$ cat src/rtl/branch_pred_pkg.sv
// rtl/branch_pred_pkg.sv - shared counter encodings, defaults and saturating update for the gshare predictor
package branch_pred_pkg;

    localparam int DEF_PC_W  = 5;
    localparam int DEF_GHR_W = 5;

    typedef enum logic [1:0] {
        SNT = 2'b00,
        WNT = 2'b01,
        WT  = 2'b10,
        STK = 2'b11
    } ctr_e;

    localparam ctr_e PHT_RESET = WNT;

    function automatic ctr_e ctr_train(input ctr_e c, input logic taken);
        ctr_e r;
        if (taken) begin
            r = (c == STK) ? STK : ctr_e'(c + 2'd1);
        end else begin
            r = (c == SNT) ? SNT : ctr_e'(c - 2'd1);
        end
        return r;
    endfunction

endpackage

$ cat src/rtl/gshare_pht.sv
// rtl/gshare_pht.sv - 2-bit saturating counter array with one combinational read and one train port
module gshare_pht
    import branch_pred_pkg::*;
#(
    parameter int GHR_W = DEF_GHR_W
) (
    input  logic             clk,
    input  logic             reset,
    input  logic [GHR_W-1:0] i_rd_idx,
    output ctr_e             o_rd_ctr,
    input  logic             i_wr_en,
    input  logic [GHR_W-1:0] i_wr_idx,
    input  logic             i_wr_taken
);

    localparam int DEPTH = 1 << GHR_W;

    ctr_e r_pht [DEPTH];

    always_ff @(posedge clk or posedge reset) begin
        if (reset) begin
            for (int i = 0; i < DEPTH; i++) begin
                r_pht[i] <= PHT_RESET;
            end
        end else if (i_wr_en) begin
            r_pht[i_wr_idx] <= ctr_train(r_pht[i_wr_idx], i_wr_taken);
        end
    end

    // Read returns the stored value; a same-cycle write lands on the next edge.
    assign o_rd_ctr = r_pht[i_rd_idx];

endmodule

$ cat src/rtl/branch_predictor_gshare.sv
// rtl/branch_predictor_gshare.sv - gshare direction predictor with direct-mapped BTB and repairable global history
module branch_predictor_gshare
    import branch_pred_pkg::*;
#(
    parameter int PC_W  = DEF_PC_W,
    parameter int GHR_W = DEF_GHR_W
) (
    input  logic             clk,
    input  logic             reset,
    input  logic             stall_F,
    input  logic [PC_W-1:0]  PC_F,
    output logic             prediction_F,
    output logic [PC_W-1:0]  BTA_F,
    output logic [GHR_W-1:0] ghr_F,
    input  logic             update_signal_E,
    input  logic [PC_W-1:0]  PC_E,
    input  logic [GHR_W-1:0] ghr_E,
    input  logic             taken_E,
    input  logic [PC_W-1:0]  target_E,
    input  logic             mispredict_E
);

    localparam int BTB_DEPTH = 1 << PC_W;

    logic            r_btb_valid  [BTB_DEPTH];
    logic [PC_W-1:0] r_btb_target [BTB_DEPTH];
    logic [GHR_W-1:0] r_ghr;

    logic [GHR_W-1:0] w_idx_f;
    logic [GHR_W-1:0] w_idx_e;
    logic             w_hit;
    ctr_e             w_ctr_f;
    logic [GHR_W-1:0] w_ghr_next;

    assign w_idx_f = PC_F[GHR_W-1:0] ^ r_ghr;
    assign w_idx_e = PC_E[GHR_W-1:0] ^ ghr_E;
    assign w_hit   = r_btb_valid[PC_F];

    gshare_pht #(
        .GHR_W (GHR_W)
    ) u_pht (
        .clk        (clk),
        .reset      (reset),
        .i_rd_idx   (w_idx_f),
        .o_rd_ctr   (w_ctr_f),
        .i_wr_en    (update_signal_E),
        .i_wr_idx   (w_idx_e),
        .i_wr_taken (taken_E)
    );

    assign prediction_F = w_hit & w_ctr_f[1];
    assign BTA_F        = r_btb_target[PC_F];
    assign ghr_F        = r_ghr;

    // Repair from the resolved branch's own snapshot outranks any speculative shift.
    always_comb begin
        w_ghr_next = r_ghr;
        if (update_signal_E && mispredict_E) begin
            w_ghr_next = (ghr_E << 1) | GHR_W'(taken_E);
        end else if (!stall_F && w_hit) begin
            w_ghr_next = (r_ghr << 1) | GHR_W'(prediction_F);
        end
    end

    always_ff @(posedge clk or posedge reset) begin
        if (reset) begin
            r_ghr <= '0;
        end else begin
            r_ghr <= w_ghr_next;
        end
    end

    // Not-taken outcomes leave the BTB alone so a cold loop exit keeps its target.
    always_ff @(posedge clk or posedge reset) begin
        if (reset) begin
            for (int i = 0; i < BTB_DEPTH; i++) begin
                r_btb_valid[i]  <= 1'b0;
                r_btb_target[i] <= '0;
            end
        end else if (update_signal_E && taken_E) begin
            r_btb_valid[PC_E]  <= 1'b1;
            r_btb_target[PC_E] <= target_E;
        end
    end

endmodule

$ cat config.mk
export PLATFORM = sky130hd
export DESIGN_NAME = branch_predictor_gshare
export DESIGN_NICKNAME = d
export VERILOG_FILES = /design/src/rtl/branch_pred_pkg.sv /design/src/rtl/gshare_pht.sv /design/src/rtl/branch_predictor_gshare.sv
export SDC_FILE = /design/constraint.sdc
export NUM_CORES = 1
export LEC_CHECK = 0
export BUFFER_PORTS_ARGS = -buffer_cell sky130_fd_sc_hd__buf_2
export CORE_UTILIZATION = 55
export CTS_BUF_LIST = sky130_fd_sc_hd__clkbuf_4 sky130_fd_sc_hd__clkbuf_8 sky130_fd_sc_hd__clkbuf_16
export CTS_CLUSTER_DIAMETER = 100
export DETAILED_ROUTE_END_ITERATION = 7
export HOLD_SLACK_MARGIN = 0.02
export PLACE_DENSITY_LB_ADDON = 0.2
export SLEW_MARGIN = 20
export SYNTH_ARGS = -nofsm -noshare
export SYNTH_HDL_FRONTEND = slang
export SYNTH_SLANG_ARGS = --single-unit
$ cat constraint.sdc
create_clock -name clk -period 8.1 [get_ports clk]
set_input_delay 0.405 -clock clk [delete_from_list [all_inputs] [get_ports clk]]
set_output_delay 0.405 -clock clk [all_outputs]
set_load 0.01 [all_outputs]
==> Yosys cells after proc, flatten, opt, wreduce, memory -nomap -nowiden <==
Cells that the tools add are included.
{ "classes": {"multipliers": 0, "order_cmp": 6, "n_mux": 26, "bitwise_logic": 10, "shifts": 0, "reduce_logical": 8, "eq_ne": 1, "n_div": 0, "addsub": 2} }
{ "op_table": {"columns": ["operator", "n"], "rows": [
  ["160-bit bitwise mux", 1],
  ["64-bit bitwise mux", 1],
  ["32-bit OR", 1],
  ["5-bit binary-select mux with 5-bit select", 1],
  ["5-bit demux with 5-bit select", 1],
  ["5-bit 2-to-1 mux", 5],
  ["6-bit >= comparator, second input constant", 4],
  ["5-bit NOT with 6-bit output", 4],
  ["2-bit binary-select mux with 5-bit select", 2],
  ["2-bit 2-to-1 mux", 9],
  ["6-bit by 1-bit < comparator with 1-bit output, second input constant", 2],
  ["2-bit demux with 5-bit select", 1],
  ["5-bit by 1-bit OR with 5-bit output", 2],
  ["5-bit XOR", 2],
  ["1-bit binary-select mux with 5-bit select", 1],
  ["1-bit demux with 5-bit select", 1],
  ["1-bit logical AND", 5],
  ["1-bit 2-to-1 mux", 3],
  ["2-bit by 1-bit adder with 2-bit output, second input constant", 1],
  ["2-bit == test, second input constant", 1],
  ["2-bit zero test", 1],
  ["2-bit nonzero test", 1],
  ["2-bit by 1-bit subtractor with 2-bit output, second input constant", 1],
  ["1-bit bitwise AND", 1],
  ["1-bit zero test", 1]
]} }
{ "totals": {"latch_bits": 0, "mem_bits_ro": 0, "output_inout_bits": 11, "memories": 0, "reg_bits": 261, "ramBits": 0, "wordCells": 150, "input_bits": 26} }

==> Logic depth before layout (Yosys ltp) <==
Gate-level depths: netlist of the first run.
{ "depth": {"depth_word": 10, "ltp_mapped": 11, "mapped_depth_nobuf": 7} }

==> Cells and area by module <==
A second synthesis of the first run with hierarchy kept.
{ "unflattened": {"cells_unflattened": 959, "area_unflattened_um2": 13108.8} }
{ "by_module_without_submodules": {"columns": ["module", "area_per_inst_um2", "n_inst", "seq_area_each_um2", "cells_each"], "rows": [
  ["branch_predictor_gshare", 9105.0, 1, 4929.7, 618],
  ["gshare_pht", 4003.8, 1, 1641.6, 341]
]} }

==> Worst setup path before layout of the first run <==
Ideal clock, no wire load.
{ "synth_path": {"kind": "input port to output port", "from": "in PC_F[0]", "to": "out BTA_F[0]", "arrival_ns": 2.645, "path_buffers": 3, "setup_slack_ns": 5.050, "cell_stages": 6, "required_time_ns": 7.695, "path_cell_list": "buf_2 -> buf_2 -> buf_1 -> mux4_2 -> mux4_2 -> mux2_2"} }
{ "synth_via": {"elab_chain_len": 4} }
{ "synth_lines": {"columns": ["element", "line_no", "rtl"], "rows": [
  ["from (decl)", "branch_predictor_gshare.sv:11", "input logic [PC_W-1:0] PC_F,"],
  ["5-bit NOT with 6-bit output (not written as such)", "branch_predictor_gshare.sv:52", "assign BTA_F = r_btb_target[PC_F];"],
  ["5-bit binary-select mux with 5-bit select", "branch_predictor_gshare.sv:52", null],
  ["5-bit 2-to-1 mux (not written as such) (2 in series)", "branch_predictor_gshare.sv:52", null],
  ["to (decl)", "branch_predictor_gshare.sv:13", "output logic [PC_W-1:0] BTA_F,"]
]} }
Every way passes these cells. The select of a mux whose other input is x is not followed.

==> Worst setup path in the final report of the first run <==
{ "layout_path": {"from": "in PC_F[1]", "to": "out prediction_F"} }
{ "layout_via": {"elab_chain_len": 6, "elab_cells_between_ends": 10, "classes_between": "6 x mux; 4 x bitwise"} }
{ "layout_lines": {"columns": ["element", "line_no", "rtl"], "rows": [
  ["5-bit XOR", "branch_predictor_gshare.sv:35", "assign w_idx_f = PC_F[GHR_W-1:0] ^ r_ghr;"],
  ["5-bit NOT with 6-bit output (not written as such)", "gshare_pht.sv:31", "assign o_rd_ctr = r_pht[i_rd_idx];"],
  ["2-bit binary-select mux with 5-bit select", "gshare_pht.sv:31", null],
  ["2-bit 2-to-1 mux (not written as such) (2 in series)", "gshare_pht.sv:31", null],
  ["1-bit bitwise AND *", "branch_predictor_gshare.sv:51", "assign prediction_F = w_hit & w_ctr_f[1];"],
  ["to (decl)", "branch_predictor_gshare.sv:12", "output logic prediction_F,"]
]} }
Every way passes the cells marked *; elsewhere a longest branch is shown, timed or not. The select of a mux whose other input is x is not followed.

==> flow_summary.ini, run 1 <==
[synth]
synth_seq_area_share_pct = 52.6
synth_most_common_cell = dfrtp_1
synth_edf_count = 0
syn_avg_cell_area_um2 = 14.0
synth_area_leaders = dfrtp_1, mux2_2, mux4_2
synth_top_cell_by_area = dfrtp_1
yosysWarnings = 0
ys_top_cells_by_count = dfrtp_1, mux2_2, nor2_1, mux4_2, nand2_1
synth_top_family_by_area = multiplexers
yosys.area_share.simple_pct = 7.94
async_flop_share_pct = 100
synth_nets = 918
synthAdderAreaFrac_pct = 0.0902
synth_cell_types = 45
synth_area_um2 = 12500
synth_compound_area_share_pct = 4.97
synth_xor_area_share_pct = 1.26
syn-instance-count = 892
ys_ff_latch = 261
synth.top_cell.area_share_pct = 45.9
synth_mux_area_share_pct = 31.1
yosys_most_used_dff = dfrtp_1

[floorplanning]
start_util_pct = 56.7
fp.dieH_um = 153
core-area_um2 = 22000
die_area_um2 = 23300
ios = 37
die_width_um = 153
rows = 54

[timing]
fmax_mhz = 270
tightest_slew_ps = 1030
min_period_over_period_pct = 45.8
rsz0062_at_grt = no
finalHoldViolations = 0
setup_tns_ps = 0
skew_ps = 12.7
setup_viol = 0
drv_slew = 0
period_needed_ps = 3710
relSlewSlack_pct = 31.6

[flow_run]
maxCapViolCount = 0

[detailed_routing]
first_pass_iters = 7
ant_nets = 0
via_per_inst = 6.19
vias = 7535
routed_wl_um = 28100
drc_errors = 3
wl_per_cell_um = 23.1
dr.first_iter.drc_count = 533

[clock_tree]
cts_max_level = 1
hold_buffers = 0
clock_latency_ps = 540
ctsLongestPathBuffers = 3
cts_root_buf = clkbuf_16
cts_resized = 0
numCtsBuffers = 28
post_cts_buffers = 0
clock-sinks = 261
clk_pin_slew_ps = 60
tritoncts = yes

[setup_path]
critical_path_arrival_ps = 3300
cp_data_required_time_ps = 7700
r2r-end = ghr_F[0]
cp-start-kind = input port
r2r_cells = 7
r2r-start = ghr_F[0]
rrSetupSlack_ps = 5210
worstPathMaxFanout = 49
crit_slowest_cell = xor2_1
worstSetupEndpointType = primary output
critPathLaunch = PC_F[1]
slowest_delay_ps = 770
path_class = in2out
path_cells = buf_2, buf_4, xor2_1, mux4_2, mux4_2, mux2i_1, nor2_1, buf_2

[global_routing]
first_global_vias = 7669
grt-ovfl-total = 0
grt.total_usage_pct = 25.3
grt_start_max_net_pins = 122
grt_pass1_wl_um = 45100
antenna_found_initial = 1

[pwr]
p_sw_mw = 1.10
seq_power_share_pct = 46.4
peakVddDrop_v = 0.000200
p_sw_share_pct = 27.9
p_int_mw = 2.85
pwr-share-clk_pct = 32.3
p_leak_nw = 6.09
pwr-share-comb_pct = 21.4
power-per-cell-area_nw_per_um2 = 287

[status]
violations = DRC
status = finished with violations

[finish]
area_delta_synth_final_pct = 10.3
num_antenna_cells = 0
drive_gt1_share_pct = 44.9
post-route-util_pct = 62.5
nets = 942

[placed_design]
place.gp.congestion = 0.809
numPortBuffers = 36
dpl.hpwl_um = 18500

[hold_path]
min_path_type = in2async
==> metrics by stage <==
| step | cell area, um2 | hold WS, ps | total power, mW | worst slack (ps) | instances |
|---|---|---|---|---|---|
| 2_1_floorplan | 12500 | 429 | 2.46 | 564 | 892 |
| 3_3_place_gp | 12800 | 443 | 2.66 | 4300 | 1166 |
| 3_5_place_dp | 12800 | 450 | 2.69 | 4210 | 1166 |
| 4_1_cts | 13800 | 62.1 | 3.97 | 4420 | 1218 |
| 5_1_grt | 13800 | 101 | 4.13 | 4300 | 1218 |
| 6_report | 13800 | 11.1 | 3.95 | 4390 | 1218 |
==> state kept, by name, indices dropped and copies added, names as in the netlist <==
signal	count
r_btb_valid	32
r_btb_target	160
u_pht.r_pht	64
ghr_F	5
==> power by group through the flow <==
stage                     combinational (mW)  clock, mW  sequential, mW
after floorplan                        0.694          0            1.77
final                                  0.842       1.27            1.83
after global routing                   0.921       1.35            1.86
after CTS                              0.848       1.30            1.82
after global placement                 0.822          0            1.84
after detailed placement               0.848          0            1.84
==> area by class of cell <==
type,count,area (um2)
Clock buffer,50,933
Fill cell,1645,8260
Clock inverter,2,10.0
Inverter,2,15.0
Multi-Input combinational cell,582,5670
Tap cell,280,350
Sequential cell,261,6570
Timing Repair Buffer,41,220
==> kinds of logic (layout without fill, tap and decap cells) <==
kind of cell,Yosys count,count (layout)
compound gates,83,83
xor+xnor,15,15
fa+ha+maj,1,1
buf+inv,49,95
flops,261,261
mux,260,260
simple gates,223,223
==> worst max-delay path: cells and delay by family <==
family | cells | cell delay [ps]
AND/OR/NAND/NOR | 1 | 70
multiplexers | 3 | 1180
buffers and inverters | 3 | 830
XOR/XNOR | 1 | 770
==> routing by layer <==
layer | wire [um] | up-vias | part of all wire (%) | global-route usage (%)
met5 | 0 | - | 0 | 0
met4 | 697 | 0 | 2.5 | 6.97
met3 | 1340 | 50 | 4.8 | 3.27
met2 | 13100 | 218 | 47 | 38.8
met1 | 13000 | 3942 | 46 | 38.5
li1 | - | 3325 | - | -
==> how the worst max path moves through the flow <==
stage                          end  cells past startpoint
detailed placement  u_pht.r_pht[1]                      8
finish                prediction_F                      8
CTS                   prediction_F                      8
floorplan                 ghr_F[0]                      1
global route          prediction_F                      8
global placement    u_pht.r_pht[1]                      8
==> layout by cell type (no fill, tap or decap), types with 4 or more instances in the layout <==
master	instances
dfrtp_1	229
mux2_2	167
nor2_1	83
nand2_1	75
mux4_2	75
buf_2	35
dfstp_2	32
clkbuf_16	29
a21oi_1	20
o31ai_1	16
a21oi_2	16
or2_2	16
nand2b_1	16
o21ai_2	14
clkbuf_4	13
mux2i_1	10
nand3_1	9
nor3_1	8
mux4_1	8
clkbuf_8	8
xnor2_1	7
buf_4	6
xor2_1	5
o21ai_0	4
nand4_1	4
No activity file was read; power rests on OpenSTA's default activity.
==> run 2: changes to the inputs <==
Clock period 8.1 ns to 3.85 ns, I/O delays scaled along.
==> flow_summary.ini, run 2 (same netlist as run 1, synthesis figures left out) <==
[status]
status = finished with violations
violations = DRC

[clock_tree]
clock_latency_ps = 540
numCtsBuffers = 28
post_cts_buffers = 0
tritoncts = yes
hold_buffers = 5
cts_root_buf = clkbuf_16
cts_max_level = 1
clock-sinks = 261
ctsLongestPathBuffers = 3
cts_resized = 0
clk_pin_slew_ps = 60

[floorplanning]
ios = 37
die_width_um = 153
core-area_um2 = 22000
rows = 54
fp.dieH_um = 153
start_util_pct = 56.7
die_area_um2 = 23300

[flow_run]
maxCapViolCount = 0

[placed_design]
dpl.hpwl_um = 19200
dpl_cell_area_um2 = 13000
numPortBuffers = 36
place.gp.congestion = 0.900
place_ws_ps = 616

[timing]
tightest_slew_ps = 981
finalHoldViolations = 0
fmax_mhz = 301
worst_slack_ps = 526
drv_slew = 0
relSlewSlack_pct = 34.4
setup_tns_ps = 0
min_period_over_period_pct = 86.3
skew_ps = 9.07
whs_ps = 53.2
period_needed_ps = 3320
setup_viol = 0
rsz0062_at_grt = no

[detailed_routing]
drc_errors = 3
via_per_inst = 6.15
routed_wl_um = 29000
wl_per_cell_um = 23.5
dr.first_iter.drc_count = 562
ant_nets = 0
first_pass_iters = 7
vias = 7574

[pwr]
power-per-cell-area_nw_per_um2 = 592
p_leak_nw = 6.15
peakVddDrop_v = 0.000380

[global_routing]
first_global_vias = 7771
grt_pass1_wl_um = 46500
antenna_found_initial = 0
grt-ovfl-total = 0
grt_start_max_net_pins = 122
grt.total_usage_pct = 26.1

[finish]
final_common_cell = dfrtp_1
regMostFlops = r_btb_target
layout_common_cells = dfrtp_1, mux2_2, nor2_1, nand2_1, mux4_2
drive_gt1_share_pct = 45.1
largest_reg_flops = 160
area_delta_synth_final_pct = 11.3
num_antenna_cells = 0
nets = 961
fillers = 1673
reg.largest.list = r_btb_target: 160 flops, u_pht.r_pht: 64 flops, r_btb_valid: 32 flops
design_area_um2 = 13900

[hold_path]
min_path_type = in2reg

[setup_path]
path_class = reg2out
cp_data_required_time_ps = 3660
critical_path_arrival_ps = 3130
crit_slowest_cell = xor2_1
worstSetupEndpointType = primary output
cp-start-kind = register
crit_top_cell = mux4_2
slowest_delay_ps = 810
worstPathMaxFanout = 8
path_cells = xor2_1, mux4_2, mux4_2, mux2i_1, nor2_1, buf_2
run 2: cell types whose count changed in the layout (fill, tap and decap cells not counted), sizes merged:
cell,delta
clkbuf,-9
buf,+14
clkinvlp,+2
dlygate4sd3,+5
clkinv,+2
run 2: critical path: cells and delay by family (launching register included):
kind / cells / cell delay [ps]
flops: 1 / 430
xor+xnor: 1 / 810
mux: 3 / 1110
simple gates: 1 / 100
buf+inv: 1 / 150
run 2: per-layer routing:
layer / routed length [um] / vias to the layer above / global-route usage [%]
met2: 13700 / 245 / 40.0
met5: 0 / - / 0
met1: 12600 / 3926 / 38.8
met4: 694 / 0 / 6.78
met3: 1960 / 47 / 4.86
li1: - / 3356 / -
run 2: cell type report:
class / count / area (um2) / share of cell area, %
repair buffers: 60 / 425 / 3.06
multi-input cells: 582 / 5660 / 40.7
flip-flops and latches: 261 / 6570 / 47.3
well taps: 280 / 350 / 2.52
clock inverters: 6 / 35.0 / 0.252
inverters: 2 / 11.3 / 0.0810
clock buffers: 41 / 847 / 6.09
run 2: final timing paths:
kind                                       from           endpoint  slack [ps]  cells past startpoint
worst max register to register         ghr_F[1]           ghr_F[0]        1080                      7
worst min-delay path                    taken_E           ghr_F[0]          50                      3
max in group asynchronous                 reset     r_btb_valid[1]        2520                      4
min in group asynchronous                 reset  r_btb_target[109]         300                      3
worst min register to register  r_btb_valid[25]    r_btb_valid[25]         460                      1
worst max-delay path                   ghr_F[1]       prediction_F         530                      6
run 2: power by group:
part,internal [mW],switching [mW]
registers,3.45,0.383
logic,0.947,0.873
clock network,1.51,1.06
total,5.91,2.31
run 2: metrics by stage:
stage	utilization (%)	std cells	total power, mW
floorplan	-	892	5.18
global placement	58.9	1180	5.61
detailed placement	58.9	1180	5.68
CTS	63.1	1232	8.28
global route	63.1	1232	8.62
finish	63.1	1232	8.23
==> run 3: changes to the inputs <==
Settings changed: ABC_AREA set to 1, CTS_CLUSTER_DIAMETER 100 to 50.
==> flow_summary.ini, run 3 <==
[status]
status = completed

[floorplanning]
die_width_um = 155
core-area_um2 = 22800
ios = 37
fp.dieH_um = 155
die_area_um2 = 24000
start_util_pct = 56.4
rows = 55

[finish]
register_area_um2 = 6570
reg.largest.list = r_btb_target: 160 flops, u_pht.r_pht: 64 flops, r_btb_valid: 32 flops
multiInputGateArea_um2 = 5290
nets = 1702
fillers = 1998
num_antenna_cells = 0
drive_gt1_share_pct = 9.35
layout_common_cells = nand2_1, o21ai_0, dfrtp_1, nand3_1, nor2_1
area_delta_synth_final_pct = 10.6
largest_reg_flops = 160
final_common_cell = nand2_1
regMostFlops = r_btb_target

[placed_design]
dpl.hpwl_um = 21600
place.gp.congestion = 0.930
place_ws_ps = 1070
numPortBuffers = 36

[hold_path]
min_from = update_signal_E
min_path_type = in2reg
hold_depth = 5
min_to = u_pht.r_pht[24]

[timing]
worst_slack_ps = 375
skew_ps = 10.0
tightest_slew_ps = 1100
fmax_mhz = 288
min_period_over_period_pct = 90.3
finalHoldViolations = 0
rsz0062_at_grt = no
whs_ps = 51.0
relSlewSlack_pct = 26.6
setup_viol = 0
setup_tns_ps = 0
period_needed_ps = 3480
drv_slew = 0

[global_routing]
first_global_vias = 10700
antenna_found_initial = 0
grt.total_usage_pct = 30.3
grt-ovfl-total = 0
grt_pass1_wl_um = 57300
grt_start_max_net_pins = 167

[setup_path]
critical_path_arrival_ps = 3280
r2r-end = ghr_F[0]
slowest_delay_ps = 880
crit_slowest_cell = xnor2_1
r2r-start = ghr_F[1]
rrSetupSlack_ps = 1250
crit_family = XOR/XNOR gates
r2r_cells = 8
worstPathMaxFanout = 9
path_class = reg2out
path_cells = xnor2_1, inv_1, nand3_1, nand3_1, nand3_1, nand2_1, nand2_1, nand3_1, nor2_1, buf_2
cp-start-kind = register
worstSetupEndpointType = primary output
cp_data_required_time_ps = 3660
crit_top_cell = nand3_1
path_buf_inv = 2

[flow_run]
maxCapViolCount = 0

[clock_tree]
post_cts_buffers = 0
tritoncts = yes
clk_pin_slew_ps = 60
cts_resized = 0
hold_buffers = 5
cts_max_level = 1
numCtsBuffers = 30
ctsLongestPathBuffers = 3
cts_root_buf = clkbuf_16
clock-sinks = 261
clock_latency_ps = 560

[pwr]
power-per-cell-area_nw_per_um2 = 546
power_mw = 7.76
peakVddDrop_v = 0.000399
p_leak_nw = 6.79

[synth]
synth_nets = 1718
synth_most_common_cell = nand2_1
ys_top_cells_by_count = nand2_1, o21ai_0, dfrtp_1, nand3_1, nor2_1
syn-instance-count = 1692
ys_ff_latch = 261
async_flop_share_pct = 100
synth_edf_count = 0
syn_avg_cell_area_um2 = 7.59
synth_top_cell_by_area = dfrtp_1
synth_area_leaders = dfrtp_1, nand2_1, o21ai_0
yosys_most_used_dff = dfrtp_1
synth.top_cell.area_share_pct = 44.6
synth_cell_types = 26
yosysWarnings = 0
synth_seq_area_share_pct = 51.2
synth_area_um2 = 12800

[detailed_routing]
first_pass_iters = 6
via_per_inst = 5.66
wl_per_cell_um = 17.5
vias = 11400
routed_wl_um = 35200
drc_errors = 0
ant_nets = 0
dr.first_iter.drc_count = 1390
run 3: logic make-up (layout without fill, tap and decap cells):
family,after synthesis,in the layout,share of synthesized area (%)
compound gates,306,306,13.0
flops,261,261,51.2
buf+inv,242,250,7.62
xor+xnor,5,5,0.400
simple gates,878,878,27.8
run 3: worst max-delay path by stage:
stage,from,end,slack [ps],cells past startpoint
after floorplan,reset,ghr_F[0],240,1
after global placement,ghr_F[1],prediction_F,1010,10
after detailed placement,ghr_F[1],prediction_F,1070,10
after CTS,ghr_F[1],prediction_F,460,10
after global routing,ghr_F[1],prediction_F,280,10
final,ghr_F[1],prediction_F,370,10
run 3: final cells by class:
class                   count  area share [%]
clock buffers              38            6.01
clock inverters            18            1.36
inverters                 138            3.67
multi-input cells        1189            37.3
flip-flops and latches    261            46.3
well taps                 313            2.76
repair buffers             56            2.68
run 3: routing by layer:
layer | up-vias | share of wire (%) | GRT usage (%)
li1 | 5425 | - | -
met1 | 5399 | 45 | 45.5
met2 | 513 | 44 | 46.0
met3 | 64 | 8.8 | 4.34
met4 | 0 | 2.0 | 7.78
met5 | - | 0 | 0
run 3: where the power goes:
group | internal [mW] | switching (mW) | total (mW)
Clock | 1.77 | 1.18 | 2.95
Combinational | 0.439 | 0.864 | 1.30
Sequential | 3.23 | 0.279 | 3.51
run 3: tightest hold or removal path, cell delays in order:
cell	delay, ps
buf_2	140
inv_1	80
nor3_1	80
nand2_1	70
nand2_1	40
run 3: through the flow:
stage	util, %	cell area, um2	std cells
after floorplan	-	12800	1692
after global placement	57.5	13100	1952
after detailed placement	57.5	13100	1952
after CTS	62.4	14200	2013
after global routing	62.4	14200	2013
final	62.4	14200	2013
